==> config.mk <==
export PLATFORM = sky130hd
export DESIGN_NAME = flag_shadow_stack
export DESIGN_NICKNAME = d
export VERILOG_FILES = /design/src/rtl/flag_shadow_stack.sv
export SDC_FILE = /design/constraint.sdc
export NUM_CORES = 1
export LEC_CHECK = 0
export CORE_MARGIN = 2
export CORE_UTILIZATION = 28
export DETAILED_ROUTE_END_ITERATION = 16
export PLACE_DENSITY = 0.51
export SLEW_MARGIN = 40
export SYNTH_ARGS = -nofsm -noshare
export SYNTH_HDL_FRONTEND = slang
export SYNTH_SLANG_ARGS = --single-unit
==> constraint.sdc <==
create_clock -name clk -period 3.66 [get_ports clk]
set_input_delay 0.732 -clock clk [delete_from_list [all_inputs] [get_ports clk]]
set_output_delay 0.732 -clock clk [all_outputs]
set_load 0.02 [all_outputs]
==> src/rtl/flag_shadow_stack.sv <==
// Status-flag register with per-bit load/set/clear and a LIFO shadow stack
// that saves/restores the whole flag word across nested interrupts.
module flag_shadow_stack #(
  parameter int NFLAGS = 2,
  parameter int DEPTH  = 4
) (
  input  logic                       clk,
  input  logic                       rst_n,
  input  logic [NFLAGS-1:0]          flg_in,
  input  logic [NFLAGS-1:0]          flg_ld,
  input  logic [NFLAGS-1:0]          flg_set,
  input  logic [NFLAGS-1:0]          flg_clr,
  input  logic                       shad_push,
  input  logic                       shad_pop,
  input  logic                       err_clr,
  output logic [NFLAGS-1:0]          flags,
  output logic [$clog2(DEPTH+1)-1:0] depth,
  output logic                       full,
  output logic                       empty,
  output logic                       ovf,
  output logic                       unf
);

  localparam int DW = $clog2(DEPTH + 1);
  localparam int AW = (DEPTH > 1) ? $clog2(DEPTH) : 1;

  logic [NFLAGS-1:0] flags_q, flags_d;
  logic [DW-1:0]     depth_q, depth_d;
  logic              ovf_q, ovf_d;
  logic              unf_q, unf_d;
  logic [NFLAGS-1:0] mem_q [DEPTH];

  logic          full_w, empty_w;
  logic          pop_ok, swap, push_ok;
  logic          ovf_ev, unf_ev;
  logic          wr_en;
  logic [AW-1:0] top_idx, wr_idx;

  assign full_w  = (depth_q == DW'(DEPTH));
  assign empty_w = (depth_q == '0);

  // A pop is only honoured with something on the stack; push+pop on a
  // non-empty stack is a swap of the top entry and never overflows.
  assign pop_ok  = shad_pop && !empty_w;
  assign swap    = shad_push && pop_ok;
  assign push_ok = shad_push && !pop_ok && !full_w;
  assign ovf_ev  = shad_push && !pop_ok && full_w;
  assign unf_ev  = shad_pop && empty_w && !shad_push;

  assign top_idx = AW'(depth_q - DW'(1));
  assign wr_idx  = swap ? top_idx : AW'(depth_q);
  assign wr_en   = swap || push_ok;

  always_comb begin
    flags_d = flags_q;
    for (int i = 0; i < NFLAGS; i++) begin
      if (flg_clr[i])      flags_d[i] = 1'b0;
      else if (flg_set[i]) flags_d[i] = 1'b1;
      else if (flg_ld[i])  flags_d[i] = flg_in[i];
    end
    if (pop_ok) flags_d = mem_q[top_idx];
  end

  always_comb begin
    depth_d = depth_q;
    if (push_ok)              depth_d = depth_q + DW'(1);
    else if (pop_ok && !swap) depth_d = depth_q - DW'(1);
  end

  always_comb begin
    ovf_d = ovf_q;
    unf_d = unf_q;
    if (err_clr) begin
      ovf_d = 1'b0;
      unf_d = 1'b0;
    end
    if (ovf_ev) ovf_d = 1'b1;
    if (unf_ev) unf_d = 1'b1;
  end

  always_ff @(posedge clk) begin
    if (!rst_n) begin
      flags_q <= '0;
      depth_q <= '0;
      ovf_q   <= 1'b0;
      unf_q   <= 1'b0;
    end else begin
      flags_q <= flags_d;
      depth_q <= depth_d;
      ovf_q   <= ovf_d;
      unf_q   <= unf_d;
    end
  end

  // Stack storage is deliberately not reset; reads are guarded by depth.
  always_ff @(posedge clk) begin
    if (rst_n && wr_en) mem_q[wr_idx] <= flags_q;
  end

  assign flags = flags_q;
  assign depth = depth_q;
  assign full  = full_w;
  assign empty = empty_w;
  assign ovf   = ovf_q;
  assign unf   = unf_q;

endmodule

# == Word-level counts from Yosys, hierarchy flattened ==
# Memory sizes are Yosys's and may differ from the RTL's.
# Cells that the tools add are included.
# op_classes
n_addsub,2
eq_ne,1
mux,15
n_reduce_logical,21
# op_table
op,n
two-way mux 1 bit,11
logical AND 1 bit,9
nonzero test 4 bit,2
two-way mux 3 bit,2
nonzero test 2 bit,3
logical NOT 1 bit,5
two-way mux 2 bit,2
adder 3 x 1 -> 3 bit (second input constant),1
equality test 3 bit (second input constant),1
logical NOT 3 bit,1
subtractor 3 x 1 -> 3 bit (second input constant),1
logical OR 1 bit,1
# word_totals
ff_bits,7
mem_bits_rw,8
out_inout_bits,9
wordCells,45
mem_count,1
# memory_table
name,depth,width,rd,rd_clocked_by_memory_dff,wr,line,rtl
mem_q,4,2,1,0,1,31,logic [NFLAGS-1:0] mem_q [DEPTH];

# == Logic depth before layout (Yosys ltp) ==
# Gate-level depths: netlist (run 1).
# depth
ltp_word,10
depth_mapped,8
ltp_nobuf,6

# == Least setup slack after synthesis (run 1) ==
# OpenSTA, ideal clock, no wires.
# synth_path
path_kind,register to register
from,register depth_q[0] (netlist: depth[0])
to,memory mem_q[2][0] (enable)
setup_ns,0.316
arrival_time_ns,1.790
setup_slack_ns,1.554
stages_incl_launch_ff,9
n_path_buf,2
synth_period_minus_slack_ns,2.106
cell_sequence,dfxtp_1 clkbuf_8 inv_1 ha_1 nand2b_1 buf_6 nand3_4 or3_1 a21oi_1
# synth_between
elab_chain_cells,10
# synth_lines
item,line,rtl
start: declaration,28,"logic [DW-1:0] depth_q, depth_d;"
start signal: assignment,89,depth_q <= depth_d;
logical NOT 3 bit,40,assign empty_w = (depth_q == '0);
logical NOT 1 bit,44,assign pop_ok = shad_pop && !empty_w;
logical AND 1 bit,44,
logical NOT 1 bit,46,assign push_ok = shad_push && !pop_ok && !full_w;
logical AND 1 bit (2 in series),46,
logical OR 1 bit,52,assign wr_en = swap || push_ok;
logical AND 1 bit,97,if (rst_n && wr_en) mem_q[wr_idx] <= flags_q;
two-way mux 1 bit,97,
two-way mux 1 bit (not written as such),97,
end: declaration,31,
# Parallel ways exist; a longest one is shown, timed or not.

# == Worst setup path in the final report (run 1) ==
# layout_path
from,register depth_q[0] (netlist: depth[0])
to,output empty
# layout_between
elab_chain_cells,1
# layout_lines
item,line,rtl
logical NOT 3 bit,40,
end: declaration,19,"output logic empty,"
# Every way passes these cells.

==> summary.md, run 1 <==
| Metric | Value |
|---|---|
| Top achievable clock speed | 0.3301 GHz |
| Die Y-Extent | 61.19 µm |
| Unrepaired setup endpoints after global routing | no |
| Fillcell total | 323 |
| Post-synth EDFFs | 8 |
| Vias in the first global route | 640 |
| Core region area | 3078 µm² |
| Hold depth | 2 |
| Synthesis-to-finish area growth | 22.40% |
| DP Wirelength | 1.414 mm |
| CP required | 2.93 ns |
| Gr ovfl total | 0 |
| Synthesized instance count | 88 |
| Simple-Gate Fraction of Synth Area | 0.1926 |
| Tmin final | 3.029 ns |
| Yosys top cell area share | 0.2623 |
| Total chip power | 683.5 µW |
| IO Pins | 22 |
| Crit-path most repeated cell | inv_1 |
| Leakage | 0.0003806 µW |
| Initial antenna violation count | 0 |
| Pwr dens | 609.7 nW/µm² |
| Largest family of logic cells by synthesized area | simple AND/OR/NAND/NOR gates |
| Reg clk slew, reported paths | 0.10 ns |
| Hold Vio Cnt, Final | 0 |
| Setup TNS | 0 ns |
| Maximum VDD drop | 0.2923 mV |
| Tightest Pin Transition | 0.5282 ns |
| CP max-delay cell | clkdlybuf4s50_1 |
| CP max FO | 10 |
| R2r setup slk | 1.30 ns |
| Adder-Cell Fraction of Synth Area | 0.04098 |
| Final slew viol count | 0 |
| Clk_lat worst skew | 0.29 ns |
| Post-synth top area cell | edfxtp_1 |
| Top delay family on crit path | buffers and inverters |
| Critical setup path kind | flop to primary output |
| Routability congestion estimate | 0.8168 |
| Crit path DAT | 2.30 ns |
| Post-Syn Nets | 104 |
| Post-cts sizing count | 0 |
| Syn avg cell area | 10.41 µm² |
| Min-Delay Path Class | flop to flop |
| Worst r2r src | depth[0] |
| Sink Count | 15 |
| Worst Setup End Kind | primary output |
| Initial Util | 0.2976 |
| Num CTS Buffers | 3 |
| First-pass GRT wire length | 2.904 mm |
| Max Cap Viol | 0 |
| Synth warn | 0 |
| Drt via density | 4.695 |
| Critical R2R Capture | mem_q[2][0] |
| Sequential-to-total area share from yosys stat | 0.4153 |
| Worst R2R Path Depth | 6 |
| Worst hold endpoint | ovf |
| Die Wd | 61.19 µm |
| CP Launch Type | flop |
| Final wirelength | 1.859 mm |
| Compound-Gate Fraction of Synth Area | 0.1557 |
| Mux share of post-synthesis cell area | 0.07104 |
| Root Driver | clkbuf_4 |
| Largest net degree at the start of global routing | 15 |
| Wire length per cell | 12.31 µm |
| Die area | 3744 µm² |
| Async S/R FF share, synth | 0 |
| Fin nets | 124 |
| Cell breakdown of the critical path | inv_1 > ha_1 > nand2b_1 > inv_1 > clkdlybuf4s50_1 |
| Hold buffers post-CTS | 0 |
| Netlist cell types | 32 |
| Critical path buffers and inverters | 3 |
| Post-CTS setup buffers | 0 |
| Primary FF master, synth | edfxtp_1 |
| H-tree depth | 1 |
| TritonCTS clock tree | built |
| Worst stage delay on the critical path | 0.55 ns |
| Setup violators final | 0 |
| Yosys reg bits | 15 |
| Port Buffers | 21 |
| Post-route ant nets | 0 |
| DR iter-0 viols | 21 |
| Max transition margin | 0.6468 |
| Diodes inserted | 0 |
| Post-synthesis xor/xnor area fraction | 0.009563 |
| Post-synth top cells | edfxtp_1, nand3_1, dfxtp_1, nand2_1 |
| Skew final | 0.01261 ns |
| Period utilization | 0.8276 |
| Cell area after synthesis | 915.9 µm² |
| Via count | approximately 700 |
| Top post-synthesis cells by area | edfxtp_1, dfxtp_1, clkbuf_8 |
| # DRC | 0 |
| Maximum clock path buffer count | 2 |
| Outcome | finished clean |
| Share of layout cells above drive strength 1 | 0.07477 |
| Gr usage total | 0.1098 |
| DR pass1 iterations | 4 |
| Hold_sp | ovf |
| Row Count | 20 |
## cell usage in the layout, fill, tap and decap left out
cell / synthesis / final
a21oi_2: 1 / 1
nand2_1: 7 / 7
xnor2_1: 1 / 1
a21boi_0: 1 / 1
clkdlybuf4s50_1: 0 / 21
mux2i_1: 2 / 2
o211ai_1: 1 / 1
a21oi_1: 4 / 4
o21bai_1: 1 / 1
a211oi_1: 3 / 3
clkbuf_1: 0 / 1
nor3_1: 1 / 1
nand3_1: 8 / 8
and2_1: 1 / 1
or3_1: 2 / 2
o22ai_1: 1 / 1
clkbuf_4: 0 / 3
nand3_4: 1 / 1
nand2b_1: 4 / 4
a221oi_1: 1 / 1
edfxtp_1: 8 / 8
inv_1: 5 / 5
nand4_1: 2 / 2
ha_1: 3 / 3
o21ai_0: 5 / 5
mux4_2: 2 / 2
nor2b_1: 2 / 2
o31ai_1: 3 / 3
dfxtp_1: 7 / 7
and3_2: 1 / 1
a31oi_1: 1 / 1
nor2_1: 3 / 3
## tightest hold or removal path: stages (launching register included)
cell	delay [ns]
dfxtp_1	0.32
nand2b_1	0.06
a21boi_0	0.06
## through the flow
step	setup slack (ns)	utilization	area (µm²)	std cells	hold slack (ns)
2_1_floorplan	1.554	-	915.9	88	0.5505
3_5_place_dp	0.9240	0.3557	1095	147	0.4779
5_1_grt	0.4194	0.3642	1121	151	0.5397
6_report	0.6309	0.3642	1121	151	0.4901
3_3_place_gp	1.021	0.3557	1095	147	0.4741
4_1_cts	0.5921	0.3642	1121	151	0.4933
## area by class of cell
| type | count | area, µm² | area share |
|---|---|---|---|
| repair buffers | 21 | 210.2 | 0.1875 |
| well taps | 44 | 55.05 | 0.04911 |
| inverters | 5 | 18.77 | 0.01674 |
| clock buffers | 4 | 26.28 | 0.02344 |
| multi-input cells | 62 | 430.4 | 0.3839 |
| flip-flops and latches | 15 | 380.4 | 0.3393 |
## worst max-delay path by stage
stage	start	end	slack, ns	depth (start not counted)
finish	depth[0]	empty	0.63	5
detailed placement	depth[0]	empty	0.92	5
global placement	depth[0]	empty	1.02	5
global route	depth[0]	empty	0.42	5
CTS	depth[0]	empty	0.59	5
floorplan	depth[0]	mem_q[2][0]	1.55	8
## layer usage
metal / track usage / wire [µm]
met1: 0.1481 / 865
met2: 0.1505 / 837
met3: 0.04412 / 122
met4: 0.05590 / 34
met5: 0 / 0
## sequential cells by signal, summed over array words and instances, names as in the netlist
register / cells
depth: 3
ovf: 1
flags: 2
unf: 1
mem_q: 8
## power breakdown
part | total, µW | internal (µW) | switching (µW) | leakage (µW)
Combinational | 334 | 151 | 183 | 0.000234
Sequential | 253 | 213 | 39.8 | 0.000132
Clock | 97.1 | 42.4 | 54.7 | 0.0000150
## logic make-up after synthesis
| logic type | Yosys count |
|---|---|
| xor gates and xnor gates | 1 |
| buffers and inverters | 11 |
| AOI/OAI and AO/OA | 22 |
| DFF | 15 |
| and+or+nand+nor | 32 |
| adders and majority gates | 3 |
| muxes | 4 |
No activity file was read; power rests on OpenSTA's default activity.
==> inputs of run 2 (changes only) <==
==> constraint.sdc (replaced) <==
create_clock -name clk -period 3 [get_ports clk]
set_input_delay 0.6 -clock clk [delete_from_list [all_inputs] [get_ports clk]]
set_output_delay 0.6 -clock clk [all_outputs]
set_load 0.02 [all_outputs]
==> run 2 against run 1 <==
Combinational power increased by 23%. Cell count increased by 0.66%. Die area unchanged. Clock-buffer cell count unchanged. Routed wire length decreased by 2.3%. Global-route usage decreased by 0.13 points. Sequential share of layout area decreased by 0.30 points. Critical path type unchanged. Via count decreased by 0.71%. Power increased by 22%. Clock power increased by 18%. Critical path depth unchanged. Largest cell class unchanged. Largest power group unchanged.
==> summary.md, run 2 (synthesized netlist as in run 1, its figures left out) <==
| Metric | Value |
|---|---|
| Reg clk slew, reported paths | 0.09 ns (about the same) |
| Tmin final | 2.782 ns |
| Crit-path most repeated cell | inv_1 |
| DP Wirelength | 1.375 mm (-2.7%) |
| H-tree depth | 1 (unchanged) |
| CP Launch Point | depth[0] |
| Leading cell type in the layout, fill and taps excluded | clkdlybuf4s50_1 |
| Cell count after placement | 148 (+0.68%) |
| Max Cap Viol | 0 (unchanged) |
| Tightest Pin Transition | 0.5214 ns (-0.006785 ns) |
| Core region area | 3078 µm² (unchanged) |
| Max FFs per register | 8 (unchanged) |
| Row Count | 20 (unchanged) |
| Gr ovfl total | 0 (unchanged) |
| CP required | 2.40 ns (-0.53 ns) |
| Most frequent cells in the layout | clkdlybuf4s50_1, nand3_1, edfxtp_1 |
| Sink Count | 15 (unchanged) |
| Vias in the first global route | 639 (-0.16%) |
| Hold depth | 2 (unchanged) |
| Hold buffers post-CTS | 0 (unchanged) |
| Root Driver | clkbuf_4 |
| Die area | 3744 µm² (unchanged) |
| Diodes inserted | 0 (unchanged) |
| Initial Util | 0.2976 (unchanged) |
| P_sw | 336.8 µW (+22%) |
| CP max-delay cell | dfxtp_1 |
| Skew final | 0.002099 ns (-0.01051 ns) |
| Routability congestion estimate | 0.8245 (+0.94%) |
| CP max FO | 10 (unchanged) |
| Final wirelength | 1.816 mm (-2.3%) |
| Fillcell total | 311 (-3.7%) |
| Clk_lat worst skew | 0.28 ns (about the same) |
| Worst hold endpoint | ovf |
| Worst R2R Path Depth | 6 (unchanged) |
| Post-route ant nets | 0 (unchanged) |
| Share of layout cells above drive strength 1 | 0.09259 (+0.01783) |
| Sequential power share | 0.370 (about the same) |
| Setup TNS | 0 ns (unchanged) |
| Final slew viol count | 0 (unchanged) |
| Critical path buffers and inverters | 3 (unchanged) |
| Die Y-Extent | 61.19 µm (unchanged) |
| Max transition margin | 0.6513 (+0.004537) |
| Critical R2R Capture | mem_q[2][0] |
| Final Non-Filler Cells | 152 (+0.66%) |
| Min-Delay Path Class | flop to flop |
| Pint | 499.3 µW (+23%) |
| Part of the power in the clock network | 0.137 (-0.005) |
| Drt via density | 4.632 (-1.4%) |
| Leakage | 0.0003852 µW (+1.2%) |
| Outcome | finished clean |
| Maximum clock path buffer count | 2 (unchanged) |
| Worst r2r src | depth[0] |
| R2r setup slk | 0.75 ns (-0.55 ns) |
| Num CTS Buffers | 3 (unchanged) |
| Synthesis-to-finish area growth | 23.50% |
| Worst Setup End Kind | primary output |
| IO Pins | 22 (unchanged) |
| Wire length per cell | 11.95 µm (-3.0%) |
| Via count | 704 (-0.71%) |
| Fin nets | 125 (+0.81%) |
| Critical setup path kind | flop to primary output |
| Initial antenna violation count | 0 (unchanged) |
| Most flop-heavy register | mem_q |
| Period utilization | 0.9272 |
| CP Launch Type | flop |
| DR iter-0 viols | 9 (-57%) |
| Setup violators final | 0 (unchanged) |
| Pwr dens | 739.2 nW/µm² (+21%) |
| Largest net degree at the start of global routing | 14 (-1) |
| Comb power frac | 0.493 (+0.005) |
| First-pass GRT wire length | 2.904 mm (unchanged) |
| Switching Fraction | 0.4028 (-0.002672) |
| DR pass1 iterations | 2 (-2) |
| Hold_sp | ovf |
| Die Wd | 61.19 µm (unchanged) |
| Worst stage delay on the critical path | 0.55 ns (about the same) |
| Top achievable clock speed | 0.3595 GHz |
| Final Worst Setup Slack | 0.2183 ns (-0.4126 ns) |
| Port Buffers | 21 (unchanged) |
| Maximum VDD drop | 0.2808 mV (-3.9%) |
| Unrepaired setup endpoints after global routing | no |
| Min Hold Slack | 0.4898 ns (-0.0002760 ns) |
| Crit path DAT | 2.18 ns (-0.12 ns) |
| Hold Vio Cnt, Final | 0 (unchanged) |
| Gr usage total | 0.1084 (-0.001307) |
| TritonCTS clock tree | built |
| Top delay family on crit path | buffers and inverters |
| Cell breakdown of the critical path | inv_1 > ha_1 > nand2b_2 > inv_1 > clkdlybuf4s50_1 |
| # DRC | 0 (unchanged) |
| Pre-CTS setup slack | 0.4021 ns (-0.5219 ns) |
run 2: cell types whose count changed in the layout (fill, tap and decap cells not counted), sizes merged:
cell,before,now
buf,0,1
run 2: through the flow:
step | power [µW] | util | instance area (µm²)
2_1_floorplan | 652.9 | - | 915.9
3_3_place_gp | 721.7 | 0.3581 | 1102
3_5_place_dp | 722.0 | 0.3581 | 1102
4_1_cts | 842.4 | 0.3667 | 1129
5_1_grt | 902.6 | 0.3675 | 1131
6_report | 836.1 | 0.3675 | 1131
run 2: timing repair:
action                                  in CTS  in global routing
buffers inserted                             0                  0
endpoints found under the setup margin       0                  1
gates resized for setup                      0                  1
run 2: metal layers:
layer,wire (µm),global-route usage,up-vias
met5,0,0,-
met1,940,0.1481,326
met4,14,0.03727,0
met3,67,0.04412,2
li1,-,-,366
met2,793,0.1550,10
run 2: worst max-delay path by stage:
stage | cells after the start | end | slack, ns
2_1_floorplan | 8 | mem_q[2][0] | 0.89
3_3_place_gp | 5 | empty | 0.49
3_5_place_dp | 5 | empty | 0.40
4_1_cts | 5 | empty | 0.07
5_1_grt | 5 | empty | 0.03
6_report | 5 | empty | 0.22
run 2: power groups by stage:
stage	Clock [µW]	Sequential, µW	Combinational (µW)
floorplan	0	322	331
global placement	0	313	409
detailed placement	0	314	408
CTS	122	309	411
global route	130	317	456
finish	115	309	412
run 2: cell type report:
cell class / instances / area (µm²) / area share
repair buffers: 22 / 217.7 / 0.1925
clock buffers: 4 / 26.28 / 0.02323
inverters: 5 / 18.77 / 0.01659
flip-flops and latches: 15 / 380.4 / 0.3363
multi-input cells: 62 / 432.9 / 0.3827
well taps: 44 / 55.05 / 0.04867
run 2: worst reg2reg max path: stages, from the launching register on:
cell,delay (ns)
dfxtp_1,0.55
inv_1,0.20
ha_1,0.33
nand2b_2,0.21
nand3_4,0.11
or3_1,0.33
a21oi_1,0.21
==> edit (flow settings as in run 2) <==
Reset style: asynchronous (`rst_n`), changed in one clocked block.
--- a/src/rtl/flag_shadow_stack.sv
+++ b/src/rtl/flag_shadow_stack.sv
@@ -78,7 +78,7 @@
     if (unf_ev) unf_d = 1'b1;
   end
 
-  always_ff @(posedge clk) begin
+  always_ff @(posedge clk or negedge rst_n) begin
     if (!rst_n) begin
       flags_q <= '0;
       depth_q <= '0;
Function: differs if rst_n is asserted again (counterexample within 4 cycles, from zero or initial values and one cycle with rst_n low); with rst_n held inactive, the same outputs for 10 cycles.
==> edit against run 2 <==
Area after synthesis fell by 5.3%. Sequential cell count stayed put. Setup slack gained 0.020 ns. Synthesized cell count down 10%. Final area is 0.22% higher. Routed wire length increased by 6.2%. Critical path depth is the same. Global-route usage grew 1.4 points. Total power grew 22%. Clock skew is 0.0037 ns higher. Largest power group unchanged.
==> edit: results (changes against run 2) <==
stage,metric,value,unit,change
drt,met2 wire length,950,um,was 793 um
run_status,status,completed,,unchanged
clock_network,clk slew on worst S/H paths,0.09,ns,about the same
worst_setup_path,worst reg2reg setup slack,0.87,ns,was 0.75 ns
yosys,ys async rst share,0.467,,was 0
drt,TritonRoute pass-1 iters,4,,was 2
timing,Final Skew,0.00579,ns,was 0.00210 ns
final_layout,share of layout cells above drive strength 1,0.127,,was 0.0926
placed_design,dpl hpwl,1460,um,was 1380 um
yosys,post-synthesis sequential area ratio,0.479,,was 0.415
global_route,number of global-route vias before repair,677,,was 639
timing,minimum clock period,2.76,ns,was 2.78 ns
power_and_ir_drop,P per Cell Area,901,nW/um2,was 739 nW/um2
yosys,Post-Synth XOR/XNOR Area,0,,was 0.00956
yosys,"top cells by count, synth","edfxtp_1, dfrtp_1, inv_1, nor3_1",,"was edfxtp_1, nand3_1, dfxtp_1, nand2_1"
worst_hold_path,Hold Path Class,in -> async,,was reg -> reg
yosys,"top cells by area, synth","edfxtp_1, dfrtp_1, mux4_2",,"was edfxtp_1, dfxtp_1, clkbuf_8"
placed_design,routability-driven placement congestion ratio,0.776,,was 0.825
power_and_ir_drop,combinational power,0.540,mW,was 0.412 mW
clock_network,CTS Buffer Depth,2,,unchanged
yosys,post-synthesis adder-cell area fraction,0.0433,,was 0.0410
final_layout,final net count,119,,was 125
timing,Max-slew headroom,0.676,,was 0.651
worst_setup_path,CP max FO,9,,was 10
final_layout,Filler cells,299,,was 311
global_route,met3 Use GR,0.0238,,was 0.0441
yosys,Yosys warnings,0,,unchanged
power_and_ir_drop,VDD IR max,385,uV,was 281 uV
yosys,multiplexer share of the synthesized area,0.0635,,was 0.0710
worst_setup_path,CP max stage cell,clkdlybuf4s50_1,,was dfxtp_1
yosys,compound-gate portion of the synthesized area,0.170,,was 0.156
yosys,Unique masters post-synth,38,,was 32
drt,routed len/inst,14.3,um,was 11.9 um
worst_setup_path,largest stage delay on the critical path,0.61,ns,was 0.55 ns
drt,routed vias/inst,5.33,,was 4.63
global_route,largest net degree at the start of global routing,18,,was 14
global_route,met1 usage,0.164,,was 0.148
power_and_ir_drop,switching power,0.421,mW,was 0.337 mW
yosys,syn nets,95,,was 104
global_route,first-pass GRT wire length,3180,um,was 2900 um
power_and_ir_drop,Reg power frac,0.359,,was 0.370
drt,routed length on met3,79,um,was 67 um
global_route,met2 usage,0.183,,was 0.155
drt,initial DRC count,22,,was 9
drt,M1 WL,874,um,was 940 um
power_and_ir_drop,Leak,0.435,nW,was 0.385 nW
clock_network,insertion delay to the later sink of the worst-skew pair,0.28,ns,about the same
timing,period utilization,0.921,,was 0.927
global_route,All-Layer GR Usage,0.122,,was 0.108
## edit: cell type report
type | instances | area share
inverters | 7 | 0.0232
flip-flops and latches | 15 | 0.366
well taps | 33 | 0.0364
repair buffers | 23 | 0.199
multi-input cells | 53 | 0.351
clock buffers | 3 | 0.0199
clock inverters | 1 | 0.00442
## edit: worst paths after layout
kind	from	endpoint	depth (start not counted)
max in group asynchronous	rst_n	flags[0]	2
worst min-delay path	rst_n	depth[0]	1
worst min register to register	ovf	ovf	1
min in group clk	ovf	ovf	1
worst max register to register	depth[0]	mem_q[3][1]	6
worst max-delay path	depth[0]	empty	5
## edit: per-stage QoR
step,std cells,hold WS (ns),instance area (um2),setup WS [ns]
4_1_cts,135,0.479,1130,0.192
2_1_floorplan,79,0.304,867,0.796
5_1_grt,135,0.469,1130,0.0696
3_5_place_dp,131,0.496,1110,0.540
6_report,135,0.494,1130,0.238
3_3_place_gp,131,0.491,1110,0.524
